[src/rtl/alu_result_serializer_pkg.sv]
// Shared definitions for the ALU result serializer.
// Holds the output FSM state encoding and the default result/byte widths
// so the top level and the result buffer agree on them.
package alu_result_serializer_pkg;

  localparam int DEF_RES_WIDTH  = 16;
  localparam int DEF_BYTE_WIDTH = 8;

  typedef enum logic [1:0] {
    IDLE        = 2'd0,
    SEND_FIRST  = 2'd1,
    SEND_SECOND = 2'd2
  } tx_state_t;

endpackage

[src/rtl/alu_result_serializer_res_fifo.sv]
// res_fifo: synchronous DEPTH x WIDTH result buffer, pointers wrap modulo DEPTH.
// Latency: a pushed entry is visible at head_data on the cycle after the push.
// Backpressure: a push while full is ignored unless a pop happens in the same cycle.
module res_fifo
  import alu_result_serializer_pkg::*;
#(
  parameter int WIDTH = DEF_RES_WIDTH,
  parameter int DEPTH = 4
) (
  input  logic                     clk,
  input  logic                     rst,
  input  logic                     push,
  input  logic [WIDTH-1:0]         push_data,
  input  logic                     pop,
  output logic [WIDTH-1:0]         head_data,
  output logic [WIDTH-1:0]         next_data,
  output logic                     full,
  output logic                     empty,
  output logic [$clog2(DEPTH):0]   count
);

  localparam int PW = $clog2(DEPTH);
  localparam int CW = PW + 1;

  logic [WIDTH-1:0] mem [DEPTH];
  logic [PW-1:0]    wr_ptr;
  logic [PW-1:0]    rd_ptr;
  logic [PW-1:0]    rd_nxt;
  logic             do_push;
  logic             do_pop;

  // Full + pop frees the head slot in the same cycle, so the push may reuse it.
  assign do_pop  = pop && !empty;
  assign do_push = push && (!full || do_pop);

  assign rd_nxt    = rd_ptr + 1'b1;
  assign head_data = mem[rd_ptr];
  assign next_data = mem[rd_nxt];
  assign full      = (count == CW'(DEPTH));
  assign empty     = (count == '0);

  // Storage array; left unreset so it can map onto plain memory.
  always_ff @(posedge clk) begin
    if (do_push) mem[wr_ptr] <= push_data;
  end

  // Pointer and occupancy bookkeeping; simultaneous push and pop keep count.
  always_ff @(posedge clk or posedge rst) begin
    if (rst) begin
      wr_ptr <= '0;
      rd_ptr <= '0;
      count  <= '0;
    end else begin
      if (do_push) wr_ptr <= wr_ptr + 1'b1;
      if (do_pop)  rd_ptr <= rd_nxt;
      case ({do_push, do_pop})
        2'b10:   count <= count + 1'b1;
        2'b01:   count <= count - 1'b1;
        default: count <= count;
      endcase
    end
  end

endmodule

[src/rtl/alu_result_serializer.sv]
// Serializes buffered ALU results into two bytes each over a valid/ready port.
// Latency: a result pushed into an empty block is offered as a byte next cycle.
// Backpressure: none toward the ALU; results arriving at a full buffer are dropped (OVF).
module alu_result_serializer
  import alu_result_serializer_pkg::*;
#(
  parameter int RES_WIDTH  = DEF_RES_WIDTH,
  parameter int BYTE_WIDTH = DEF_BYTE_WIDTH,
  parameter int DEPTH      = 4,
  parameter int LSB_FIRST  = 1
) (
  input  logic                  CLK,
  input  logic                  RST,
  input  logic [RES_WIDTH-1:0]  RES_DATA,
  input  logic                  RES_VALID,
  output logic [BYTE_WIDTH-1:0] TX_DATA,
  output logic                  TX_VALID,
  input  logic                  TX_READY,
  output logic                  BUF_FULL,
  output logic                  BUF_EMPTY,
  output logic                  OVF
);

  localparam int CW = $clog2(DEPTH) + 1;
  localparam logic [CW-1:0] CNT_ONE = CW'(1);

  tx_state_t            state;
  logic [RES_WIDTH-1:0] head_data;
  logic [RES_WIDTH-1:0] next_data;
  logic [RES_WIDTH-1:0] start_data;
  logic [CW-1:0]        count;
  logic                 fifo_full;
  logic                 fifo_empty;
  logic                 pop;
  logic                 push;
  logic                 start;

  function automatic logic [BYTE_WIDTH-1:0] first_byte(input logic [RES_WIDTH-1:0] r);
    first_byte = (LSB_FIRST != 0) ? r[BYTE_WIDTH-1:0] : r[2*BYTE_WIDTH-1:BYTE_WIDTH];
  endfunction

  function automatic logic [BYTE_WIDTH-1:0] second_byte(input logic [RES_WIDTH-1:0] r);
    second_byte = (LSB_FIRST != 0) ? r[2*BYTE_WIDTH-1:BYTE_WIDTH] : r[BYTE_WIDTH-1:0];
  endfunction

  // The head leaves the buffer only once its second byte is accepted.
  assign pop  = TX_VALID && TX_READY && (state == SEND_SECOND);
  assign push = RES_VALID && (!fifo_full || pop);

  assign BUF_FULL  = fifo_full;
  assign BUF_EMPTY = fifo_empty && (state == IDLE);

  res_fifo #(
    .WIDTH (RES_WIDTH),
    .DEPTH (DEPTH)
  ) u_res_fifo (
    .clk       (CLK),
    .rst       (RST),
    .push      (push),
    .push_data (RES_DATA),
    .pop       (pop),
    .head_data (head_data),
    .next_data (next_data),
    .full      (fifo_full),
    .empty     (fifo_empty),
    .count     (count)
  );

  // Pick the result whose first byte goes out next; a result arriving this
  // cycle is bypassed straight to the byte register when nothing older is queued.
  always_comb begin
    start      = 1'b0;
    start_data = head_data;
    case (state)
      IDLE: begin
        start      = push || !fifo_empty;
        start_data = fifo_empty ? RES_DATA : head_data;
      end
      SEND_SECOND: begin
        start      = (count > CNT_ONE) || push;
        start_data = (count > CNT_ONE) ? next_data : RES_DATA;
      end
      default: begin
        start      = 1'b0;
        start_data = head_data;
      end
    endcase
  end

  // Output FSM with registered byte, valid and overflow pulse.
  always_ff @(posedge CLK or posedge RST) begin
    if (RST) begin
      state    <= IDLE;
      TX_VALID <= 1'b0;
      TX_DATA  <= '0;
      OVF      <= 1'b0;
    end else begin
      OVF <= RES_VALID && !push;
      case (state)
        IDLE: begin
          if (start) begin
            state    <= SEND_FIRST;
            TX_VALID <= 1'b1;
            TX_DATA  <= first_byte(start_data);
          end
        end
        SEND_FIRST: begin
          if (TX_READY) begin
            state   <= SEND_SECOND;
            TX_DATA <= second_byte(head_data);
          end
        end
        SEND_SECOND: begin
          if (TX_READY) begin
            if (start) begin
              state   <= SEND_FIRST;
              TX_DATA <= first_byte(start_data);
            end else begin
              state    <= IDLE;
              TX_VALID <= 1'b0;
            end
          end
        end
        default: begin
          state    <= IDLE;
          TX_VALID <= 1'b0;
        end
      endcase
    end
  end

endmodule

[config.mk]
export PLATFORM = sky130hd
export DESIGN_NAME = alu_result_serializer
export DESIGN_NICKNAME = d
export VERILOG_FILES = /design/src/rtl/alu_result_serializer_pkg.sv /design/src/rtl/alu_result_serializer_res_fifo.sv /design/src/rtl/alu_result_serializer.sv
export SDC_FILE = /design/constraint.sdc
export NUM_CORES = 1
export LEC_CHECK = 0
export BUFFER_PORTS_ARGS = -buffer_cell sky130_fd_sc_hd__buf_2
export CORE_MARGIN = 5
export CORE_UTILIZATION = 60
export DETAILED_ROUTE_END_ITERATION = 8
export HOLD_SLACK_MARGIN = 0.03
export MAX_ROUTING_LAYER = met4
export PLACE_DENSITY = 0.8
export SYNTH_ARGS = -nofsm -noshare
export SYNTH_HDL_FRONTEND = slang
export SYNTH_SLANG_ARGS = --single-unit
[constraint.sdc]
create_clock -name CLK -period 5.05 [get_ports CLK]
set_input_delay 0.2525 -clock CLK [delete_from_list [all_inputs] [get_ports CLK]]
set_output_delay 0.2525 -clock CLK [all_outputs]
set_load 0.05 [all_outputs]
==> key figures, run 1 <==
Timing
  • Final WS setup: around 2.4 ns
  • Top achievable clock speed: around 380 MHz
  • Final Hold Fails: 0
  • Max-slew headroom: 42.2%
  • Hold Slack: about 0.10 ns
  • Tmin final: 2.61 ns
  • Setup violations, final: 0
  • Clk_skew: roughly 0.0073 ns
  • Tightest Pin Transition: around 0.87 ns
  • TNS Setup: 0 ns
  • Crit share post-route: between 50% and 60%
  • RSZ-0062 raised after global routing: false
  • Slew Viols, Final: 0

Floorplanning
  • Core Area: approximately 0.0063 mm2
  • Die X: 89.9 um
  • Die ar.: 0.00808 mm2
  • FP Rows: 29
  • IO Count: 32
  • Chip Height: approximately 90 um
  • Initial Utilization: 61.0%

Placement
  • DP HPWL: 4690 um
  • GP Congestion: approximately 0.85
  • DP Area: 0.00400 mm2
  • Dpl cells: 350
  • Port Buffers: 31
  • Pre-CTS setup slack: between 2 and 2.5 ns

Worst setup path
  • CP Max Fanout: 16
  • R2R setup slack: between 2 and 2.5 ns
  • Data arrival time of the critical path: ~2.6 ns
  • Critical Path Source Type: flop
  • WP data required: roughly 5.0 ns
  • Reg2reg end: u_res_fifo.mem[0][7]
  • Reg2Reg Depth: 4
  • Critical path class: reg -> reg
  • Worst Setup End Kind: flop
  • R2r startpoint: state[0]

Synthesis
  • Unique masters post-synth: 47
  • Synthesized area per cell: between 15 and 20 um2
  • Seq/Total Area, Yosys: a little over three fifths
  • Synth Net Count: ~280
  • Yosys reg bits: 83
  • Predominant post-synthesis flop cell: edfxtp_1
  • Synthesized cell area: between 0.003 and 0.004 mm2
  • Most area-consuming cells after synthesis: edfxtp_1 (50%), dfrtp_1 (12%), mux4_2 (5.3%)
  • Dominant cell type by area after synthesis: edfxtp_1
  • Yosys warning count: 0
  • Yosys top cell area share: roughly 50%
  • Number of enable flip-flop cells after synthesis: between 60 and 70
  • Share of flip-flops with an asynchronous set or reset: a little under a quarter
  • Syn Inst Count: between 200 and 300

Cells and area
  • Area Overhead vs Synth: 9.87%
  • Fillers: approximately 450
  • Layout cells sized above 1: roughly 27%
  • # diodes: 0
  • Post-layout util: around 67%
  • Final Non-Filler Cells: 367
  • Post-route cell area: approximately 0.0042 mm2
  • NumNets Final: 314

Clock tree
  • Postcts setup bufs: 0
  • Clock tree buffer depth: 2
  • Clock Latency Late Sink: approximately 0.35 ns
  • Root Buffer: clkbuf_8
  • CTS tree: built
  • CTS Sinks: slightly above 80
  • Reg clk slew, reported paths: approximately 0.09 ns
  • CTS buffer count: 9
  • CTS H-Tree Depth: 3
  • # resized after CTS: 0

GRT
  • Largest net degree at the start of global routing: 30
  • Total GRT Usage: 18.3%
  • Initial antenna violation count: 0
  • Gr ovfl total: 0
  • Vias in the first global route: 2193
  • First-pass GRT wire length: around 11000 um

Route
  • Vias: ~2.2k
  • DRC viols: 0
  • Vias per inst: approximately 5.9
  • Routed WL: around 6900 um
  • Per-cell routed wire length: around 19 um
  • DRT iter0 DRCs: ~180
  • Number of nets still failing antenna checks after routing: 0
  • DRT Pass-1 Iters: 4

Pwr
  • Design Power: 2.68 mW
  • Peak supply drop: just under 0.0004 V
  • Lkg Pwr: 1.58 nW
  • Power per Cell Area: between 600 and 700 mW/mm2

Hold path
  • Hold EP: u_res_fifo.mem[2][13]
  • Hold Crit Depth: 1
  • Worst hold path class: in -> reg
  • HP Start: RES_DATA[13]

Status
  • Status: finished clean

Job
  • Max cap viols: 0
## layer usage
layer / routed length, um / vias to the layer above / GRT usage, % / part of all wire (%)
met1: 3210 / 1053 / 25.9 / 46
met2: 3160 / 78 / 26.1 / 46
met5: 0 / - / - / 0
met4: 71 / 0 / 7.20 / 1.0
li1: - / 1032 / - / -
met3: 474 / 6 / 4.17 / 6.9
## worst max-delay path by stage
stage | end | cells after the start | slack, ns | startpoint
after floorplan | u_res_fifo.mem[0][0] | 5 | 2.70 | u_res_fifo.count[0]
after global routing | u_res_fifo.mem[0][5] | 4 | 2.24 | state[0]
final | u_res_fifo.mem[0][7] | 4 | 2.44 | state[0]
after detailed placement | u_res_fifo.mem[0][13] | 4 | 2.44 | state[0]
after global placement | u_res_fifo.mem[0][9] | 4 | 2.56 | state[0]
after CTS | u_res_fifo.mem[0][11] | 4 | 2.43 | state[0]
## report_power, final
part           internal, mW  switching, mW
Combinational         0.465          0.679
Clock                 0.232          0.246
Sequential            0.929          0.126
## final cells by class
type	instances	area [um2]	share of cell area, %
Tap cell	77	96.3	2.29
Sequential cell	83	2400	57.0
Timing Repair Buffer	34	180	4.28
Clock inverter	7	76.3	1.81
Clock buffer	9	124	2.95
Inverter	8	30.0	0.714
Multi-Input combinational cell	149	1300	30.9
## cells in the final DEF (no fill, tap or decap), types with 5 or more instances in the layout
| cell | netlist | final |
|---|---|---|
| edfxtp_1 | 64 | 64 |
| buf_2 | 3 | 31 |
| dfrtp_1 | 19 | 19 |
| nand2_1 | 19 | 19 |
| mux2i_1 | 16 | 16 |
| nor2_1 | 14 | 14 |
| mux4_2 | 9 | 9 |
| ha_1 | 9 | 9 |
| clkbuf_8 | 0 | 9 |
| mux2_2 | 8 | 8 |
| inv_1 | 8 | 8 |
| a221o_1 | 8 | 8 |
| o211ai_1 | 7 | 7 |
| a21o_1 | 7 | 7 |
| and2_1 | 6 | 6 |
| a311oi_1 | 5 | 5 |
## flip-flops by register name, indices dropped and copies added (netlist names)
signal / count
state: 2
OVF: 1
TX_VALID: 1
u_res_fifo.rd_ptr: 2
u_res_fifo.count: 3
u_res_fifo.wr_ptr: 2
TX_DATA: 8
u_res_fifo.mem: 64
## cell families (layout without fill, tap and decap cells)
kind of cell | after synthesis | count (layout) | share of synthesized area, %
flip-flops | 83 | 83 | 62.6
AO/OA/AOI/OAI | 43 | 43 | 10.1
adder cells (fa/ha/maj) | 9 | 9 | 2.94
multiplexers | 33 | 33 | 11.8
XOR/XNOR | 6 | 6 | 1.37
buffers and inverters | 21 | 58 | 3.37
AND/OR/NAND/NOR | 58 | 58 | 7.78
## Yosys cell counts (all sizes together) (2+ instances only)
library cell	count
edfxtp	64
dfrtp	19
nand2	19
mux2i	16
nor2	14
buf	12
ha	9
mux4	9
a221o	8
inv	8
mux2	8
a21o	7
a311oi	7
and2	7
o211ai	7
nand2b	4
nor3	4
o21ai	4
xnor2	4
a31oi	2
and2b	2
nor2b	2
xor2	2
## timing repair
item | 4_1_cts | 5_1_grt
endpoints found under the hold margin | 19 | 0
endpoints found under the setup margin | 0 | 0
hold buffers | 1 | 0
## worst max-delay path, cell delays in order, from the launching register on
cell and delay, ns:
dfrtp_1 0.49, and2b_4 0.36, nand3_1 0.12, a21boi_1 0.51, and2_1 0.75
Power figures use the tool's default switching activity.
==> run 2: changes to the inputs <==
Settings changed: CORE_UTILIZATION 60 to 53, PLACE_DENSITY 0.8 to 0.75.
Clock period 5.05 ns to 2.2 ns, I/O delays scaled along.
==> run 2 against run 1 <==
Net effect: critical endpoint is now u_res_fifo.count[2]; non-clock buffer count rose by 26; sequential share of layout area fell by 4.2 points; total power rose by 140%; flip-flop and latch count did not move; critical path depth rose by 4; sequential power rose by 120%.
==> key figures, run 2 (synthesized netlist as in run 1, its figures left out) <==
Route
  • Vias per inst: 5.50 (-7.0%)
  • Vias: 2281 (+5.2%)
  • DRT Pass-1 Iters: 4 (unchanged)
  • DRC viols: 0 (unchanged)
  • Routed WL: 7130 um (+3.0%)
  • Number of nets still failing antenna checks after routing: 0 (unchanged)
  • Per-cell routed wire length: 17.2 um (-8.9%)
  • DRT iter0 DRCs: 130 (-26%)

Timing
  • Final Hold Fails: 0 (unchanged)
  • Tmin final: 2.07 ns (-0.536 ns)
  • Clk_skew: 0.00768 ns (+0.000425 ns)
  • RSZ-0062 raised after global routing: false
  • Top achievable clock speed: 482 MHz (+26%)
  • Setup violations, final: 0 (unchanged)
  • TNS Setup: 0 ns (unchanged)
  • Max-slew headroom: 48.9% (+6.7 points)
  • Hold Slack: 0.0760 ns (-0.0290 ns)
  • Tightest Pin Transition: 0.765 ns (-0.101 ns)
  • Crit share post-route: 94.3% (+43 points)
  • Slew Viols, Final: 0 (unchanged)

Cells and area
  • Area Overhead vs Synth: 18.6%
  • Post-layout util: 63.6% (-3.4 points)
  • Biggest register: u_res_fifo.mem
  • Multi-input gate area: 0.00132 mm2 (+1.3%)
  • Max reg flops: 64 (unchanged)
  • # diodes: 0 (unchanged)
  • Layout cells sized above 1: 29.7% (+2.9 points)
  • Commonest non-fill, non-tap cells in the layout: edfxtp_1 (64), buf_2 (31), dfrtp_1 (19), nand2_1 (19), dlygate4sd3_1 (17)
  • Final Non-Filler Cells: 415 (+13%)
  • Largest registers: u_res_fifo.mem (64), TX_DATA (8), u_res_fifo.count (3)
  • NumNets Final: 340 (+8.3%)
  • Fillers: 555 (+24%)
  • Commonest non-fill, non-tap cell in the layout: edfxtp_1
  • Reg area: 0.00240 mm2 (unchanged)

GRT
  • Largest net degree at the start of global routing: 30 (unchanged)
  • Gr ovfl total: 0 (unchanged)
  • First-pass GRT wire length: 11400 um (+1.3%)
  • Met2 Resource Use GR: 27.8% (+1.7 points)
  • Total GRT Usage: 17.7% (-0.60 points)
  • Grt peak-use layer: met2
  • Initial antenna violation count: 0 (unchanged)
  • Met1 Use GR: 22.6% (-3.3 points)
  • Met3 Use GR: 4.38% (+0.21 points)
  • Vias in the first global route: 2342 (+6.8%)

Placement
  • Port Buffers: 31 (unchanged)
  • Dpl cells: 382 (+9.1%)
  • GP Congestion: 0.863 (+1.6%)
  • DP HPWL: 4660 um (-0.77%)

Floorplanning
  • Die ar.: 0.00902 mm2 (+12%)
  • Core Area: 0.00714 mm2 (+14%)
  • Initial Utilization: 53.6% (-7.3 points)
  • IO Count: 32 (unchanged)
  • FP Rows: 31 (+6.9%)
  • Die X: 95.0 um (+5.7%)
  • Chip Height: 95.0 um (+5.7%)

Worst setup path
  • Critical Path Source Type: flop
  • WP data required: 2.47 ns (-2.56 ns)
  • CP peak stage delay: 0.46 ns (-0.29 ns)
  • Critical path class: reg -> reg
  • CP Cell Sequence: inv_1 -> ha_1 -> and2_1 -> a21boi_4 -> inv_1 -> ha_1 -> nor2_1 -> xor2_1
  • Critical Path Slowest Stage Cell: dfrtp_1
  • Data arrival time of the critical path: 2.35 ns (-0.24 ns)
  • Worst Setup End Kind: flop
  • CP Max Fanout: 8 (-8)

Pwr
  • Design Power: 6.31 mW (+140%)
  • Power per Cell Area: 1390 mW/mm2 (+120%)
  • Lkg Pwr: 1.72 nW (+8.8%)
  • Peak supply drop: 0.000541 V (+40%)

Hold path
  • Worst hold path class: in -> reg

Clock tree
  • CTS Sinks: 83 (unchanged)
  • CTS H-Tree Depth: 3 (unchanged)
  • Root Buffer: clkbuf_8
  • Clock Latency Late Sink: 0.34 ns (about the same)
  • Reg clk slew, reported paths: 0.09 ns (about the same)
  • CTS buffer count: 9 (unchanged)
  • CTS tree: built
  • Clock tree buffer depth: 2 (unchanged)

Job
  • Max cap viols: 0 (unchanged)

Status
  • Status: finished clean
## run 2: changes by cell type in the layout (fill, tap and decap cells not counted), sizes merged
cell,delta
clkinv,-1
inv,+2
buf,+10
dlygate4sd3,+16
bufinv,-1
## run 2: layout make-up
| class | instances | area share [%] |
|---|---|---|
| well taps | 99 | 2.73 |
| multi-input cells | 149 | 29.0 |
| repair buffers | 60 | 10.5 |
| clock inverters | 7 | 1.52 |
| inverters | 8 | 0.661 |
| flip-flops and latches | 83 | 52.8 |
| clock buffers | 9 | 2.73 |
## run 2: where the power goes
group	switching (mW)	internal, mW
sequential	0.200	2.13
clock	0.591	0.439
combinational	1.70	1.26
total	2.49	3.82
## run 2: metrics by stage
step | cell area (um2) | setup slack, ns
global route | 4540 | 0.0113
floorplan | 3840 | 0.0712
CTS | 4530 | 0.0564
finish | 4540 | 0.125
global placement | 4170 | 0.132
detailed placement | 4170 | 0.0223
## run 2: path summary, 6_finish.rpt
path	from	end	slack [ns]	depth (start not counted)
min in group asynchronous	RST	TX_DATA[1]	0.44	3
hold reg to reg	TX_DATA[1]	TX_DATA[1]	0.48	1
setup / recovery	u_res_fifo.count[0]	u_res_fifo.count[2]	0.13	8
setup reg to reg	u_res_fifo.count[0]	u_res_fifo.count[2]	0.13	8
hold / removal	RES_VALID	OVF	0.08	2
max in group asynchronous	RST	u_res_fifo.rd_ptr[0]	1.28	3
## run 2: worst max-delay path, delay by kind of cell (launching register included)
| family | cells | cell delay, ns |
|---|---|---|
| AO/OA/AOI/OAI | 1 | 0.26 |
| XOR/XNOR | 1 | 0.15 |
| adder cells (fa/ha/maj) | 2 | 0.59 |
| buffers and inverters | 2 | 0.16 |
| flip-flops | 1 | 0.46 |
| AND/OR/NAND/NOR | 2 | 0.38 |
## run 2: per-layer routing
layer	vias up	share of wire, %
li1	1091	-
met1	1117	44
met2	66	50
met3	7	5.5
met4	0	0.77
met5	-	0
## run 2: what timing repair did
item | 4_1_cts | 5_1_grt
hold endpoints to repair | 83 | 0
hold buffers | 17 | 0
pin swaps | 0 | 1
setup buffers | 0 | 0
cloned | 0 | 0
endpoints found under the setup margin | 1 | 11
gates resized for setup | 1 | 1
==> run 3: changes to the inputs <==
Settings changed: CELL_PAD_IN_SITES_DETAIL_PLACEMENT from default to 0, CELL_PAD_IN_SITES_GLOBAL_PLACEMENT from default to 2, CORE_UTILIZATION 53 to 39, PLACE_DENSITY 0.75 to default, PLACE_DENSITY_LB_ADDON from default to 0.1.
==> run 3 against run 2 <==
Net effect: fmax grew 4.3%; global-route usage fell by 2.7 points; design area up 1.3%; largest cell class unchanged.
==> key figures, run 3 (synthesized netlist as in run 1, its figures left out) <==
GRT
  • Gr ovfl total: 0 (unchanged)
  • Total GRT Usage: 15.0% (-2.7 points)
  • Largest net degree at the start of global routing: 22 (-27%)
  • First-pass GRT wire length: 12600 um (+9.8%)
  • Initial antenna violation count: 0 (unchanged)
  • Vias in the first global route: 2270 (-3.1%)

Route
  • Per-cell routed wire length: 18.5 um (+8.0%)
  • Number of nets still failing antenna checks after routing: 0 (unchanged)
  • Routed WL: 8360 um (+17%)
  • DRT Pass-1 Iters: 4 (unchanged)
  • Vias per inst: 5.04 (-8.3%)
  • DRT iter0 DRCs: 128 (-1.5%)
  • Vias: 2273 (-0.35%)
  • DRC viols: 0 (unchanged)

Timing
  • RSZ-0062 raised after global routing: false
  • Crit share post-route: 90.4% (-3.9 points)
  • Tmin final: 1.99 ns (-0.0865 ns)
  • Slew Viols, Final: 0 (unchanged)
  • Tightest Pin Transition: 0.839 ns (+0.0738 ns)
  • Max-slew headroom: 44.0% (-4.9 points)
  • Clk_skew: 0.0171 ns (+0.00941 ns)
  • Top achievable clock speed: 503 MHz (+4.3%)
  • Final WS setup: 0.212 ns (+0.0865 ns)
  • Setup violations, final: 0 (unchanged)
  • TNS Setup: 0 ns (unchanged)
  • Final Hold Fails: 0 (unchanged)
  • Hold Slack: 0.0618 ns (-0.0142 ns)

Cells and area
  • Fillers: 869 (+57%)
  • Layout cells sized above 1: 31.4% (+1.7 points)
  • NumNets Final: 342 (+0.59%)
  • # diodes: 0 (unchanged)
  • Max reg flops: 64 (unchanged)
  • Final Non-Filler Cells: 451 (+8.7%)
  • Biggest register: u_res_fifo.mem
  • Area Overhead vs Synth: 20.1%
  • Largest registers: u_res_fifo.mem (64), TX_DATA (8), u_res_fifo.count (3)
  • Commonest non-fill, non-tap cells in the layout: edfxtp_1 (64), buf_2 (31), nand2_1 (19)
  • Commonest non-fill, non-tap cell in the layout: edfxtp_1

Placement
  • GP Congestion: 0.722 (-16%)
  • Port Buffers: 31 (unchanged)
  • Pre-CTS setup slack: 0.0847 ns (+0.0624 ns)
  • Dpl cells: 417 (+9.2%)
  • DP HPWL: 5150 um (+10%)

Job
  • Max cap viols: 0 (unchanged)

Worst setup path
  • Data arrival time of the critical path: 2.26 ns (-0.09 ns)
  • R2R setup slack: 0.21 ns (+0.09 ns)
  • Reg2Reg Depth: 8 (unchanged)
  • Reg2reg end: u_res_fifo.count[2]
  • End of the critical path: u_res_fifo.count[2]
  • R2r startpoint: u_res_fifo.count[0]
  • Critical path class: reg -> reg
  • Worst Setup End Kind: flop
  • Crit path from: u_res_fifo.count[0]
  • Critical Path Slowest Stage Cell: dfrtp_1
  • Critical Path Source Type: flop
  • WP data required: 2.47 ns (about the same)
  • CP peak stage delay: 0.45 ns (about the same)
  • CP Max Fanout: 6 (-2)
  • CP Cell Sequence: inv_1 -> ha_1 -> and2_1 -> a21boi_2 -> inv_1 -> ha_1 -> nor2_1 -> xor2_1

Clock tree
  • Clock tree buffer depth: 2 (unchanged)
  • Reg clk slew, reported paths: 0.10 ns (about the same)
  • CTS buffer count: 9 (unchanged)
  • CTS tree: built
  • CTS H-Tree Depth: 3 (unchanged)
  • Root Buffer: clkbuf_8
  • CTS Sinks: 83 (unchanged)
  • Clock Latency Late Sink: 0.35 ns (about the same)
  • Postcts setup bufs: 0 (unchanged)

Floorplanning
  • Core Area: 0.00968 mm2 (+36%)
  • IO Count: 32 (unchanged)
  • FP Rows: 36 (+16%)
  • Chip Height: 109 um (+15%)
  • Die ar.: 0.0119 mm2 (+32%)
  • Initial Utilization: 39.5% (-14 points)
  • Die X: 109 um (+15%)

Status
  • Status: finished clean

Pwr
  • Lkg Pwr: 1.72 nW (about the same)
  • Design Power: 6.38 mW (+1.1%)
  • Peak supply drop: 0.000436 V (-19%)
  • Power per Cell Area: 1390 mW/mm2 (-0.16%)

Hold path
  • Worst hold path class: in -> reg
==> run 3: cell count changes in the layout (fill, tap and decap cells not counted), sizes merged <==
cell / previous run / this run
a221o: 8 / 9
buf: 43 / 44
==> run 3: worst max-delay path, delay by kind of cell (launching register included) <==
family | cells | cell delay, ns
compound gates | 1 | 0.24
xor+xnor | 1 | 0.15
fa+ha+maj | 2 | 0.58
buf+inv | 2 | 0.16
flops | 1 | 0.45
simple gates | 2 | 0.34
==> run 3: area by class of cell <==
class,count,area (um2),area share (%)
Sequential cell,83,2400,52.2
Multi-Input combinational cell,150,1340,29.1
Timing Repair Buffer,61,485,10.6
Tap cell,133,166,3.62
Clock buffer,9,124,2.69
Clock inverter,7,57.6,1.25
Inverter,8,30.0,0.653
==> run 3: worst min path at each step <==
| stage | start | end | slack (ns) | cells after the start |
|---|---|---|---|---|
| 2_1_floorplan | RST | OVF | 0.06 | 1 |
| 3_3_place_gp | RST | state[1] | 0.32 | 2 |
| 3_5_place_dp | RST | state[1] | 0.33 | 2 |
| 4_1_cts | RES_VALID | OVF | 0.05 | 2 |
| 5_1_grt | RES_VALID | OVF | 0.07 | 2 |
| 6_report | TX_READY | state[1] | 0.06 | 3 |
==> run 3: repair_timing <==
| action | 4_1_cts | 5_1_grt |
|---|---|---|
| endpoints found under the hold margin | 83 | 0 |
| resized for setup | 0 | 6 |
| hold buffers | 17 | 0 |
| setup endpoints to repair | 0 | 8 |
==> run 3: routing by layer <==
metal | vias up | track usage [%] | routed length, um
li1 | 1097 | - | -
met4 | 0 | 5.14 | 95
met5 | - | - | 0
met3 | 9 | 2.78 | 232
met1 | 1134 | 20.4 | 3940
met2 | 33 | 22.8 | 4090
==> run 3: power breakdown <==
group          internal, mW  switching (mW)
sequential             2.13           0.236
combinational          1.26            1.73
clock                 0.428           0.590
total                  3.82            2.56
==> run 3: stage by stage <==
stage,area (um2),util (%)
after detailed placement,4220,43.6
after global placement,4220,43.6
after global routing,4600,47.5
after CTS,4570,47.2
after floorplan,3840,-
final,4600,47.5
